==> config.mk <==
export PLATFORM = sky130hd
export DESIGN_NAME = uart_alu_bridge
export DESIGN_NICKNAME = d
export VERILOG_FILES = /design/src/rtl/uart_alu_pkg.sv /design/src/rtl/alu.sv /design/src/rtl/uart_alu_bridge.sv
export SDC_FILE = /design/constraint.sdc
export NUM_CORES = 1
export LEC_CHECK = 0
export CORE_MARGIN = 5
export CORE_UTILIZATION = 45
export DETAILED_ROUTE_END_ITERATION = 10
export GPL_TIMING_DRIVEN = 1
export PLACE_DENSITY_LB_ADDON = 0.3
export SYNTH_ARGS = -nofsm -noshare
export SYNTH_HDL_FRONTEND = slang
export SYNTH_SLANG_ARGS = --single-unit
==> constraint.sdc <==
create_clock -name clk -period 4.85 [get_ports clk]
set_input_delay 0.7275 -clock clk [delete_from_list [all_inputs] [get_ports clk]]
set_output_delay 0.7275 -clock clk [all_outputs]
set_load 0.05 [all_outputs]
==> src/rtl/uart_alu_pkg.sv <==
// Shared definitions for the UART ALU bridge.
//   - opcode constants (6-bit, MIPS-style funct encoding)
//   - FSM state encoding used by uart_alu_bridge
package uart_alu_pkg;

   localparam logic [5:0] OP_ADD = 6'h20;
   localparam logic [5:0] OP_SUB = 6'h22;
   localparam logic [5:0] OP_AND = 6'h24;
   localparam logic [5:0] OP_OR  = 6'h25;
   localparam logic [5:0] OP_XOR = 6'h26;
   localparam logic [5:0] OP_NOR = 6'h27;
   localparam logic [5:0] OP_SRA = 6'h03;
   localparam logic [5:0] OP_SRL = 6'h02;

   typedef enum logic [2:0] {
      ST_A    = 3'd0,
      ST_B    = 3'd1,
      ST_OP   = 3'd2,
      ST_EXEC = 3'd3,
      ST_SEND = 3'd4,
      ST_WAIT = 3'd5
   } state_t;

endpackage

==> src/rtl/alu.sv <==
// Combinational ALU for the UART bridge.
// Ports:
//   A, B : operands (N_BITS)
//   OP   : opcode (N_OP)
//   RES  : result (N_BITS), unsigned wrap, no carry out; unknown opcode gives 0
module alu
   import uart_alu_pkg::*;
#(
   parameter int N_BITS = 8,
   parameter int N_OP   = 6
) (
   input  logic [N_BITS-1:0] A,
   input  logic [N_BITS-1:0] B,
   input  logic [N_OP-1:0]   OP,
   output logic [N_BITS-1:0] RES
);

   localparam int unsigned SHIFT_LIM = N_BITS;

   logic shift_ovf;

   // Shift amounts of N_BITS or more saturate explicitly rather than relying
   // on the shift operator's out-of-range behaviour.
   assign shift_ovf = (32'(B) >= SHIFT_LIM);

   always_comb begin
      RES = '0;
      case (OP)
         N_OP'(OP_ADD): RES = A + B;
         N_OP'(OP_SUB): RES = A - B;
         N_OP'(OP_AND): RES = A & B;
         N_OP'(OP_OR):  RES = A | B;
         N_OP'(OP_XOR): RES = A ^ B;
         N_OP'(OP_NOR): RES = ~(A | B);
         N_OP'(OP_SRA): RES = shift_ovf ? {N_BITS{A[N_BITS-1]}}
                                        : N_BITS'($signed(A) >>> B);
         N_OP'(OP_SRL): RES = shift_ovf ? '0 : (A >> B);
         default:       RES = '0;
      endcase
   end

endmodule

==> src/rtl/uart_alu_bridge.sv <==
// Device-side UART command bridge: collects A, B, opcode bytes from the
// receiver, runs them through the ALU and returns one result byte to the
// transmitter with a tx_start / tx_done_tick handshake.
// Ports:
//   clk, reset     : clock, synchronous active-high reset
//   rx_data        : received byte, valid with rx_done_tick
//   rx_done_tick   : receiver byte strobe
//   tx_done_tick   : transmitter finished strobe
//   tx_start       : pulse to start transmission of tx_data
//   tx_data        : result byte, held from tx_start until tx_done_tick
//   busy           : command in progress (opcode received .. tx done)
//   result_valid   : pulse when result register loads
//   overrun        : pulse when a byte is dropped because busy
//
// state   | meaning
// ST_A    | waiting for operand A
// ST_B    | waiting for operand B
// ST_OP   | waiting for opcode
// ST_EXEC | load ALU result
// ST_SEND | issue tx_start
// ST_WAIT | wait for transmitter done
module uart_alu_bridge
   import uart_alu_pkg::*;
#(
   parameter int N_BITS = 8,
   parameter int N_OP   = 6
) (
   input  logic              clk,
   input  logic              reset,
   input  logic [N_BITS-1:0] rx_data,
   input  logic              rx_done_tick,
   input  logic              tx_done_tick,
   output logic              tx_start,
   output logic [N_BITS-1:0] tx_data,
   output logic              busy,
   output logic              result_valid,
   output logic              overrun
);

   state_t state, state_nx;

   logic [N_BITS-1:0] a_q, a_nx;
   logic [N_BITS-1:0] b_q, b_nx;
   logic [N_OP-1:0]   op_q, op_nx;
   logic [N_BITS-1:0] res_q, res_nx;
   logic [N_BITS-1:0] alu_res;
   logic [N_BITS-1:0] tx_data_nx;
   logic              tx_start_nx;
   logic              busy_nx;
   logic              result_valid_nx;
   logic              overrun_nx;

   alu #(
      .N_BITS (N_BITS),
      .N_OP   (N_OP)
   ) u_alu (
      .A   (a_q),
      .B   (b_q),
      .OP  (op_q),
      .RES (alu_res)
   );

   always_comb begin
      state_nx        = state;
      a_nx            = a_q;
      b_nx            = b_q;
      op_nx           = op_q;
      res_nx          = res_q;
      tx_data_nx      = tx_data;
      tx_start_nx     = 1'b0;
      result_valid_nx = 1'b0;
      overrun_nx      = 1'b0;

      case (state)
         ST_A: begin
            if (rx_done_tick) begin
               a_nx     = rx_data;
               state_nx = ST_B;
            end
         end
         ST_B: begin
            if (rx_done_tick) begin
               b_nx     = rx_data;
               state_nx = ST_OP;
            end
         end
         ST_OP: begin
            if (rx_done_tick) begin
               op_nx    = rx_data[N_OP-1:0];
               state_nx = ST_EXEC;
            end
         end
         ST_EXEC: begin
            res_nx          = alu_res;
            result_valid_nx = 1'b1;
            overrun_nx      = rx_done_tick;
            state_nx        = ST_SEND;
         end
         ST_SEND: begin
            tx_start_nx = 1'b1;
            tx_data_nx  = res_q;
            overrun_nx  = rx_done_tick;
            state_nx    = ST_WAIT;
         end
         ST_WAIT: begin
            // A byte arriving together with tx_done_tick is still dropped;
            // the command slot only reopens from the next cycle.
            overrun_nx = rx_done_tick;
            if (tx_done_tick) begin
               state_nx = ST_A;
            end
         end
         default: state_nx = ST_A;
      endcase

      // Registered from next state so busy rises the cycle after the opcode
      // and falls the cycle after tx_done_tick.
      busy_nx = (state_nx == ST_EXEC) || (state_nx == ST_SEND) ||
                (state_nx == ST_WAIT);
   end

   always_ff @(posedge clk) begin
      if (reset) begin
         state        <= ST_A;
         a_q          <= '0;
         b_q          <= '0;
         op_q         <= '0;
         res_q        <= '0;
         tx_data      <= '0;
         tx_start     <= 1'b0;
         busy         <= 1'b0;
         result_valid <= 1'b0;
         overrun      <= 1'b0;
      end else begin
         state        <= state_nx;
         a_q          <= a_nx;
         b_q          <= b_nx;
         op_q         <= op_nx;
         res_q        <= res_nx;
         tx_data      <= tx_data_nx;
         tx_start     <= tx_start_nx;
         busy         <= busy_nx;
         result_valid <= result_valid_nx;
         overrun      <= overrun_nx;
      end
   end

endmodule
==> reports/qor.txt <==
Run status -> finished, final reports clean
Clock sinks -> 45
Total wire length -> 8.90 mm
Skew final -> 0.00540 ns
Total congestion overflow -> 0
Asr flop ratio synth -> 0
Hold_sp -> tx_data[7]
HP Class -> flip-flop to flip-flop
Final layout net count -> 447
Area contributors post-synth -> dfxtp_1 (27%), ha_1 (9.1%), mux2i_1 (7.3%)
Critical Path Source Type -> flip-flop
Critical path cell sequence -> nor4b_4, and2_1, a21o_1, xnor2_1, ha_1, and3_1, a21oi_1, nand3b_1, mux2i_1, o31a_1
Chip height -> 95.7 um
Critical setup path kind -> flip-flop to flip-flop
Routed vias -> 2,999
Die W -> 95.7 um
# IOs -> 24
Final critical-path share of the clock period -> 0.639
# port buffers -> 23
Setup violators final -> 0
# diodes -> 0
Crit path capture type -> flip-flop
Core area -> 7210 um^2
Slew HR -> 0.304
Stages on worst setup path -> 10
Hold-fix buffers, CTS -> 0
R2r startpoint -> op_q[0]
H-Tree Depth -> 2
Drt drc -> 0
CTS root buf -> clkbuf_8
Hold path cells -> 2
CTS clk-pin slew, worst paths -> 0.08 ns
Crit-path max FO -> 22
WL per Instance -> 17.5 um
Syn Inst Count -> 402
Area leader, netlist -> dfxtp_1
Die area -> 9160 um^2
Total track usage -> 0.208
Gpl congestion -> 1.02
Fillers -> 731
Setup WS post-layout -> 1.75 ns
Max VDD drop -> 0.145 mV
Post-CTS resize count -> 0
CTS Buf Count -> 5
Final Util -> 0.510
Post-synth top flop -> dfxtp_1
Skew-Pair Late Insertion Delay -> 0.31 ns
Initial antenna violation count -> 0
Post-synth EDFFs -> 0
YS warnings -> 0
FF-to-FF End -> res_q[5]
Pwr Total -> 0.917 mW
Area Overhead vs Synth -> 11.2%
R2R setup slack -> 1.75 ns
Worst slack at placement -> 1.84 ns
Hold Vio Cnt, Final -> 0
Avg Synthesized Cell Area -> 8.23 um^2
Total setup buffers inserted after CTS -> 0
Drt via density -> 5.89
Critical-path top delay cell -> dfxtp_1
Net count after synthesis -> 439
Lkg Pwr -> 1.30 nW
Slew Limit Fails -> 0
CTS tree -> built
Initial Utilization -> 0.458
Critical path buffers and inverters -> 0
Unrepaired setup endpoints after global routing -> false
Most crowded layer after global routing -> met2
Register bit total from synthesis -> 45
Vias in the first global route -> 2,829
Fmax -> 322 MHz
WHS -> 0.455 ns
First DRT Iteration DRCs -> 268
Met3 Use GR -> 0.0477
CP delay by family, top -> flip-flops
Synth top area share -> 0.272
Max clock buf depth -> 2
PwrDens -> 249 nW/um^2
Synthesized area -> 3310 um^2
M1 GR Usage -> 0.274
Register area share after synthesis -> 0.272
Slew @ Worst Pin -> 1.04 ns
First-pass GRT wire length -> 14.7 mm
Crit-path max cell delay -> 1.01 ns
Req. time, crit path -> 5.05 ns
Sum Neg Setup Slack -> 0 ns
DR pass1 iterations -> 5
Reg2Reg Depth -> 10
Detailed-placement wirelength estimate -> 6.88 mm
Most frequent cell after synthesis -> nand2_1
Largest net degree at the start of global routing -> 31
Max Cap Viol -> 0
Worst EP arrival -> 3.30 ns
Synth cell types -> 69
WHS Endpoint -> tx_data[7]
DRT antenna net count -> 0
Period minus WS final -> 3.10 ns
Layout cells sized above 1 -> 0.0732
Grt met2 use -> 0.329
Row cnt -> 31
Commonest cells in the synthesized netlist -> nand2_1 (49), dfxtp_1 (45), a21oi_1 (35), nor2_1 (32)
## worst min-delay path, stage by stage (launching register included)
cell     delay (ns)
dfxtp_1        0.31
nand2_1        0.05
a21oi_1        0.05
## area by class of cell
class | instances | area [um^2] | area share
Inverter | 20 | 75.1 | 0.0204
Clock inverter | 2 | 35.0 | 0.00952
Multi-Input combinational cell | 311 | 2210 | 0.602
Timing Repair Buffer | 27 | 260 | 0.0707
Clock buffer | 5 | 68.8 | 0.0187
Sequential cell | 45 | 901 | 0.245
Tap cell | 99 | 124 | 0.0337
## registers in the layout, summed over array words and instances, names as in the netlist
name	count
a_q	8
b_q	8
busy	1
op_q	6
overrun	1
res_q	8
result_valid	1
state	3
tx_data	8
tx_start	1
## metrics by stage
stage	instance area, um^2	instances
finish	3680	509
detailed placement	3570	502
floorplan	3310	402
global placement	3570	502
global route	3680	509
CTS	3680	509
## worst max-delay path by stage
stage               startpoint  endpoint  slack (ns)
global placement       op_q[0]  res_q[5]        1.82
floorplan               b_q[0]  res_q[3]        2.13
finish                 op_q[0]  res_q[5]        1.75
global route           op_q[0]  res_q[7]        1.57
detailed placement     op_q[0]  res_q[7]        1.84
CTS                    op_q[0]  res_q[5]        1.81
## layout by cell type, fill, tap and decap left out, types with 4 or more instances in the layout
cell type / n
a211oi_1: 9
a21o_1: 6
a21oi_1: 35
and2_1: 4
buf_4: 4
clkbuf_8: 5
clkdlybuf4s50_1: 23
dfxtp_1: 45
ha_1: 24
inv_1: 19
mux2i_1: 24
nand2_1: 49
nand2b_1: 5
nand3_1: 8
nand3b_1: 5
nor2_1: 32
nor2b_1: 6
nor3_1: 5
o21ai_0: 11
xnor2_1: 14
xor2_1: 5
## routing by layer
layer / vias up / routed length (um)
met5: - / 0
met4: 0 / 300
met3: 24 / 578
met2: 123 / 4020
met1: 1409 / 4000
li1: 1443 / -
## power breakdown
group / internal (mW) / total (mW) / switching (mW)
clock network: 0.150 / 0.278 / 0.128
registers: 0.380 / 0.409 / 0.0292
logic: 0.104 / 0.231 / 0.126
total: 0.634 / 0.917 / 0.283
## cell families (layout without fill, tap and decap cells)
kind of cell,after synthesis,in the layout,synth area share
and+or+nand+nor,138,138,0.215
buffers and inverters,46,54,0.0579
AOI/OAI and AO/OA,99,99,0.204
xor gates and xnor gates,19,19,0.0503
DFF,45,45,0.272
adders and majority gates,25,25,0.0969
muxes,30,30,0.103
Power figures use the tool's default switching activity.
